--- config.mk ---
export PLATFORM = sky130hd
export DESIGN_NAME = input_check
export DESIGN_NICKNAME = d
export VERILOG_FILES = /design/src/rtl/input_check.sv
export SDC_FILE = /design/constraint.sdc
export NUM_CORES = 1
export LEC_CHECK = 0
export CAP_MARGIN = 30
export CORE_ASPECT_RATIO = 0.6
export CORE_MARGIN = 4
export CORE_UTILIZATION = 39
export CTS_CLUSTER_DIAMETER = 80
export DETAILED_ROUTE_END_ITERATION = 8
export PLACE_DENSITY = 0.81
export SETUP_SLACK_MARGIN = 0.02
export SYNTH_ARGS = -nofsm -noshare
export SYNTH_HDL_FRONTEND = slang
export SYNTH_SLANG_ARGS = --single-unit
--- constraint.sdc ---
create_clock -name clk -period 1.9 [get_ports clk]
set_input_delay 0.38 -clock clk [delete_from_list [all_inputs] [get_ports clk]]
set_output_delay 0.38 -clock clk [all_outputs]
set_load 0.02 [all_outputs]
--- src/rtl/input_check.sv ---
`default_nettype none
// +----------------------------------------------------------------------------
// | Module      : input_check
// | Description : Player-input checker for the memory game. It synchronises the
// |               four colour buttons, decodes each press and compares it with
// |               the packed colour sequence for round_ctr+1 entries. It then
// |               pulses complete_input or fail_input.
// |               Optional feature: define INPUT_TIMEOUT_EN to fail the round
// |               after TIMEOUT_CYCLES idle cycles in WAIT_PRESS.
// | Revision    : 1.0 - initial release
// +----------------------------------------------------------------------------
module input_check #(
  parameter int RELEASE_CYCLES = 4,
  parameter int TIMEOUT_W      = 24,
  parameter int TIMEOUT_CYCLES = 10000000
) (
  input  logic        clk,
  input  logic        rst_input,
  input  logic        en_input,
  input  logic [31:0] seq_in_input,
  input  logic [3:0]  round_ctr,
  input  logic [3:0]  btn_in,
  output logic [1:0]  colour_bus,
  output logic        colour_oe,
  output logic        busy_input,
  output logic        complete_input,
  output logic        fail_input
);

  localparam logic [1:0] c_st_idle         = 2'd0;
  localparam logic [1:0] c_st_wait_press   = 2'd1;
  localparam logic [1:0] c_st_wait_release = 2'd2;

  localparam int                 c_rel_w    = $clog2(RELEASE_CYCLES + 1);
  localparam logic [c_rel_w-1:0] c_rel_last = c_rel_w'(RELEASE_CYCLES - 1);

  // Parameter sanity: the timeout limit must fit in the counter width.
  generate
    if (RELEASE_CYCLES < 1) begin : g_bad_release
      $error("input_check: RELEASE_CYCLES must be at least 1");
    end
    if (TIMEOUT_W < 1 || TIMEOUT_CYCLES < 1 || $clog2(TIMEOUT_CYCLES) > TIMEOUT_W) begin : g_bad_timeout
      $error("input_check: TIMEOUT_CYCLES does not fit in TIMEOUT_W bits");
    end
  endgenerate

  logic [3:0]         r_sync1;
  logic [3:0]         r_btn_s;
  logic [1:0]         r_state;
  logic [1:0]         w_state_next;
  logic [3:0]         r_pos;
  logic [1:0]         r_colour;
  logic               r_match;
  logic [c_rel_w-1:0] r_rel_cnt;

  logic       w_press;
  logic       w_multi;
  logic [1:0] w_colour_now;
  logic [1:0] w_expected;
  logic       w_match_now;
  logic       w_rel_done;
  logic       w_last;
  logic       w_timeout;

  logic [1:0] w_bus_next;
  logic       w_oe_next;
  logic       w_busy_next;
  logic       w_complete_next;
  logic       w_fail_next;

  always_ff @(posedge clk) begin
    if (rst_input) begin
      r_sync1 <= 4'd0;
      r_btn_s <= 4'd0;
    end else begin
      r_sync1 <= btn_in;
      r_btn_s <= r_sync1;
    end
  end

  assign w_press    = |r_btn_s;
  assign w_multi    = (r_btn_s & (r_btn_s - 4'd1)) != 4'd0;
  assign w_expected = seq_in_input[{r_pos, 1'b0} +: 2];
  assign w_last     = (r_pos == round_ctr);

  // A multi-press still echoes the lowest pressed colour, but never matches.
  always_comb begin
    w_colour_now = 2'd0;
    for (int k = 3; k >= 0; k--) begin
      if (r_btn_s[k]) begin
        w_colour_now = 2'(k);
      end
    end
  end

  assign w_match_now = !w_multi && (w_colour_now == w_expected);
  assign w_rel_done  = (r_state == c_st_wait_release) && !w_press && (r_rel_cnt == c_rel_last);

`ifdef INPUT_TIMEOUT_EN
  localparam logic [TIMEOUT_W-1:0] c_tmo_last = TIMEOUT_W'(TIMEOUT_CYCLES - 1);

  logic [TIMEOUT_W-1:0] r_tmo_cnt;

  // Held at zero outside WAIT_PRESS, so it is already clear on entry.
  always_ff @(posedge clk) begin
    if (rst_input || (r_state != c_st_wait_press) || w_press || w_timeout) begin
      r_tmo_cnt <= '0;
    end else begin
      r_tmo_cnt <= r_tmo_cnt + 1'b1;
    end
  end

  assign w_timeout = (r_state == c_st_wait_press) && !w_press && (r_tmo_cnt == c_tmo_last);
`else
  assign w_timeout = 1'b0;
`endif

  always_ff @(posedge clk) begin
    if (rst_input) begin
      r_state        <= c_st_idle;
      r_pos          <= 4'd0;
      r_colour       <= 2'd0;
      r_match        <= 1'b0;
      r_rel_cnt      <= '0;
      colour_bus     <= 2'd0;
      colour_oe      <= 1'b0;
      busy_input     <= 1'b0;
      complete_input <= 1'b0;
      fail_input     <= 1'b0;
    end else begin
      r_state        <= w_state_next;
      colour_bus     <= w_bus_next;
      colour_oe      <= w_oe_next;
      busy_input     <= w_busy_next;
      complete_input <= w_complete_next;
      fail_input     <= w_fail_next;

      if ((r_state == c_st_idle) && en_input) begin
        r_pos <= 4'd0;
      end else if (w_rel_done && r_match && !w_last) begin
        r_pos <= r_pos + 4'd1;
      end

      if ((r_state == c_st_wait_press) && w_press) begin
        r_colour  <= w_colour_now;
        r_match   <= w_match_now;
        r_rel_cnt <= '0;
      end else if (r_state == c_st_wait_release) begin
        if (w_press || w_rel_done) begin
          r_rel_cnt <= '0;
        end else begin
          r_rel_cnt <= r_rel_cnt + 1'b1;
        end
      end
    end
  end

  always_comb begin
    w_state_next = r_state;
    case (r_state)
      c_st_idle: begin
        if (en_input) begin
          w_state_next = c_st_wait_press;
        end
      end
      c_st_wait_press: begin
        if (w_press) begin
          w_state_next = c_st_wait_release;
        end else if (w_timeout) begin
          w_state_next = c_st_idle;
        end
      end
      c_st_wait_release: begin
        if (w_rel_done) begin
          w_state_next = (r_match && !w_last) ? c_st_wait_press : c_st_idle;
        end
      end
      default: w_state_next = c_st_idle;
    endcase
  end

  always_comb begin
    w_bus_next      = colour_bus;
    w_oe_next       = 1'b0;
    w_complete_next = 1'b0;
    w_fail_next     = w_timeout;
    w_busy_next     = (w_state_next != c_st_idle);
    if (r_state == c_st_wait_release) begin
      w_bus_next      = r_colour;
      w_oe_next       = !w_rel_done;
      w_complete_next = w_rel_done && r_match && w_last;
      w_fail_next     = w_rel_done && !r_match;
    end
  end

endmodule
`default_nettype wire

==> metrics, run 1 <==
result of the run finished, final reports clean; worst setup path class register to register; Post-Synth Adder-Cell Area ~3.6%; combinational share of power approximately 18%; cell area after technology mapping 1340 um2; Yosys top cell by area dfxtp_1; minimum clock period between 1500 and 2000 ps; synth top area cells dfxtp_1 39%, mux4_2 10%, mux4_1 5.9%; number of global-route vias before repair 1248; number of clock buffers inserted by TritonCTS 3; commonest non-fill, non-tap cell in the layout clkdlybuf4s50_1; number of buffers inserted by post-CTS setup repair 0; Leakage around 0.73 nW; multiplexer share of the synthesized area about 20%; part of the Yosys area used for sequential elements 39.0%; CP Max Fanout 5; Clock power frac about 28%; count of flip-flops with a built-in enable after synthesis 0; share of the synthesized area in the top cell type 39.0%; most used flip-flop cell after synthesis dfxtp_1; number of H-tree levels 1; TritonCTS clock tree done; clock sinks 26; net count reported at finish between 200 and 250; Worst Clk Skew roughly 4.3 ps; first-pass GRT wire length between 5000 and 6000 um; kind of end point of the critical path register; multi-input logic area about 770 um2; Net Sw Power 245 uW; vertical die dimension ~53 um; core area 3260 um2; arrival time worst endpoint 2050 ps; DRT iter0 DRCs 29; transition time at the pin with the least slew margin 631 ps; insertion delay to the later sink of the worst-skew pair roughly 270 ps; Netlist cell types 37; number of search-and-repair iterations in the first detailed-routing pass 4; final standard cell area without fillers between 1500 and 2000 um2; half-perimeter wire length after detailed placement roughly 2800 um; Yosys reg bits 26; gpl congestion slightly below 0.8; power density over the cells 555 nW/um2; Worst Setup Start Kind register; number of ports placed on the die boundary a little under 50; Mapped Nets around 170; pin count of the biggest net entering global routing 14; Syn Inst Count ~130; Pins Over Slew Limit 0; count of standard-cell rows 16; number of buffers between clock root and the deepest sink 2; internal power 824 uW; most used cells in the layout excluding fill and tap cells 32 x clkdlybuf4s50_1, 25 x dfxtp_1, 16 x dlygate4sd2_1; synthesized-area fraction occupied by xor and xnor cells under 10%; basic-gate share of the synthesized area counting and, or, nand and nor cells 21.1%; worst hold margin roughly 440 ps; register cell area after layout ~520 um2; Initial Util roughly two fifths; Clock Root Buffer clkbuf_8; count of fill cells added during filler insertion 283; number of vias in the routed layout between 1000 and 1500; worst-case setup margin in the final layout 50.1 ps; number of antenna violations at the first check in global routing 0; cell area after placement 1900 um2; global routing usage summed across all routing layers 15.4%; FMAX 541 MHz; main combinational cell family by area after synthesis simple AND/OR/NAND/NOR gates; ratio of routed vias to standard cells about 5; share of cells above drive strength 1 around 15%; final-report setup violation count 0; average size of a mapped cell about 10 um2; P&R area growth vs syn 44.2%; worst rel slew slack just under 60%; max cap viols 0; unrepaired setup endpoints after global routing yes; Ys Warns 0; Clock transition at path regs approximately 80 ps; share of async-settable or async-resettable flops after synthesis 0%; path class of the lowest-slack min-delay path register to register; endpoint required time on the critical path around 2100 ps; grt ovf 0; width of the die about 84 um; Design Power roughly 1.1 mW; die area approximately 4500 um2; Tcrit/Tclk final just under 100%; DR DRC count 0; antenna violation net count after detailed routing 0; part of the total power dissipated in sequential elements about 54%; complex-gate fraction of the synthesized area under 10%; worst vdd rail ir drop 0.309 mV; placement-stage worst setup slack -338 ps; antenna cell count 0; drt total wl around 3300 um; share of total power consumed by net switching a little under a quarter; IO Port Bufs 48; hold_buf cts 0; routed length per placed instance 14.5 um; final count of hold timing violations 0
==> critical path, stage by stage, from the launching register on <==
cell	delay, ps
dfxtp_4	400
mux4_2	500
mux4_2	510
xnor2_2	130
nand4b_1	120
o21ai_1	140
==> metal layers <==
layer  GRT usage [%]  vias up  wire (um)
li1                -      563          -
met1            16.4      539       1340
met2            29.9       45       1640
met3            4.98        8        221
met4            4.28        0         57
met5               0        -          0
==> cell families (layout without fill, tap and decap cells) <==
| family | Yosys count | count (layout) |
|---|---|---|
| AOI/OAI and AO/OA | 18 | 18 |
| xor gates and xnor gates | 7 | 7 |
| adders and majority gates | 4 | 4 |
| buffers and inverters | 11 | 63 |
| DFF | 26 | 26 |
| muxes | 14 | 14 |
| and+or+nand+nor | 48 | 48 |
==> cells in the mapped netlist, types with 2 or more instances <==
| master | n |
|---|---|
| a21oi_1 | 9 |
| ha_1 | 3 |
| o31ai_1 | 2 |
| mux4_2 | 6 |
| mux2i_1 | 5 |
| xnor2_1 | 6 |
| nand3_1 | 2 |
| nor2b_1 | 10 |
| inv_1 | 3 |
| nor4_1 | 2 |
| a21o_1 | 2 |
| nand2_1 | 8 |
| nor3_1 | 6 |
| nand2b_1 | 2 |
| clkbuf_1 | 6 |
| nor2_1 | 8 |
| dfxtp_1 | 26 |
| mux4_1 | 3 |
==> worst paths after layout <==
check        cells past startpoint  slack (ps)        from         end
max                              5          50    r_pos[2]     r_match
min                              1         440  r_sync1[1]  r_btn_s[1]
max reg2reg                      5          50    r_pos[2]     r_match
min reg2reg                      1         440  r_sync1[1]  r_btn_s[1]
==> power by group through the flow <==
stage	Sequential, mW	Clock (mW)	Combinational [mW]
final	0.576	0.302	0.191
after global placement	0.589	0	0.191
after CTS	0.576	0.309	0.190
after floorplan	0.591	0	0.0790
after global routing	0.579	0.336	0.207
after detailed placement	0.590	0	0.200
==> sequential cells by signal (all words and copies together) (netlist names), 2 cells and up <==
signal,count
colour_bus,2
r_btn_s,4
r_colour,2
r_pos,4
r_rel_cnt,3
r_state,2
r_sync1,4
==> layout make-up <==
cell class,instances,area share (%)
well taps,45,2.92
repair buffers,56,27.0
clock buffers,3,2.14
flip-flops and latches,26,27.2
multi-input cells,91,39.9
inverters,4,0.780
==> through the flow <==
step | TNS, ps | utilization (%) | std cells
3_5_place_dp | -570 | 58.2 | 222
4_1_cts | -4.67 | 58.6 | 225
2_1_floorplan | 0 | - | 128
6_report | 0 | 59.0 | 225
3_3_place_gp | -291 | 58.2 | 222
5_1_grt | -32.6 | 59.0 | 225
==> what timing repair did <==
item / in CTS / in global routing
pin swaps: 2 / 2
resized for setup: 21 / 2
endpoints found under the setup margin: 1 / 4
(Power assumes the default switching activity.)
==> run 2: changes to the inputs <==
- SLEW_MARGIN: not set -> 40
==> results of run 2 <==
The final DEF is identical to that of run 1; final timing and power are the same.
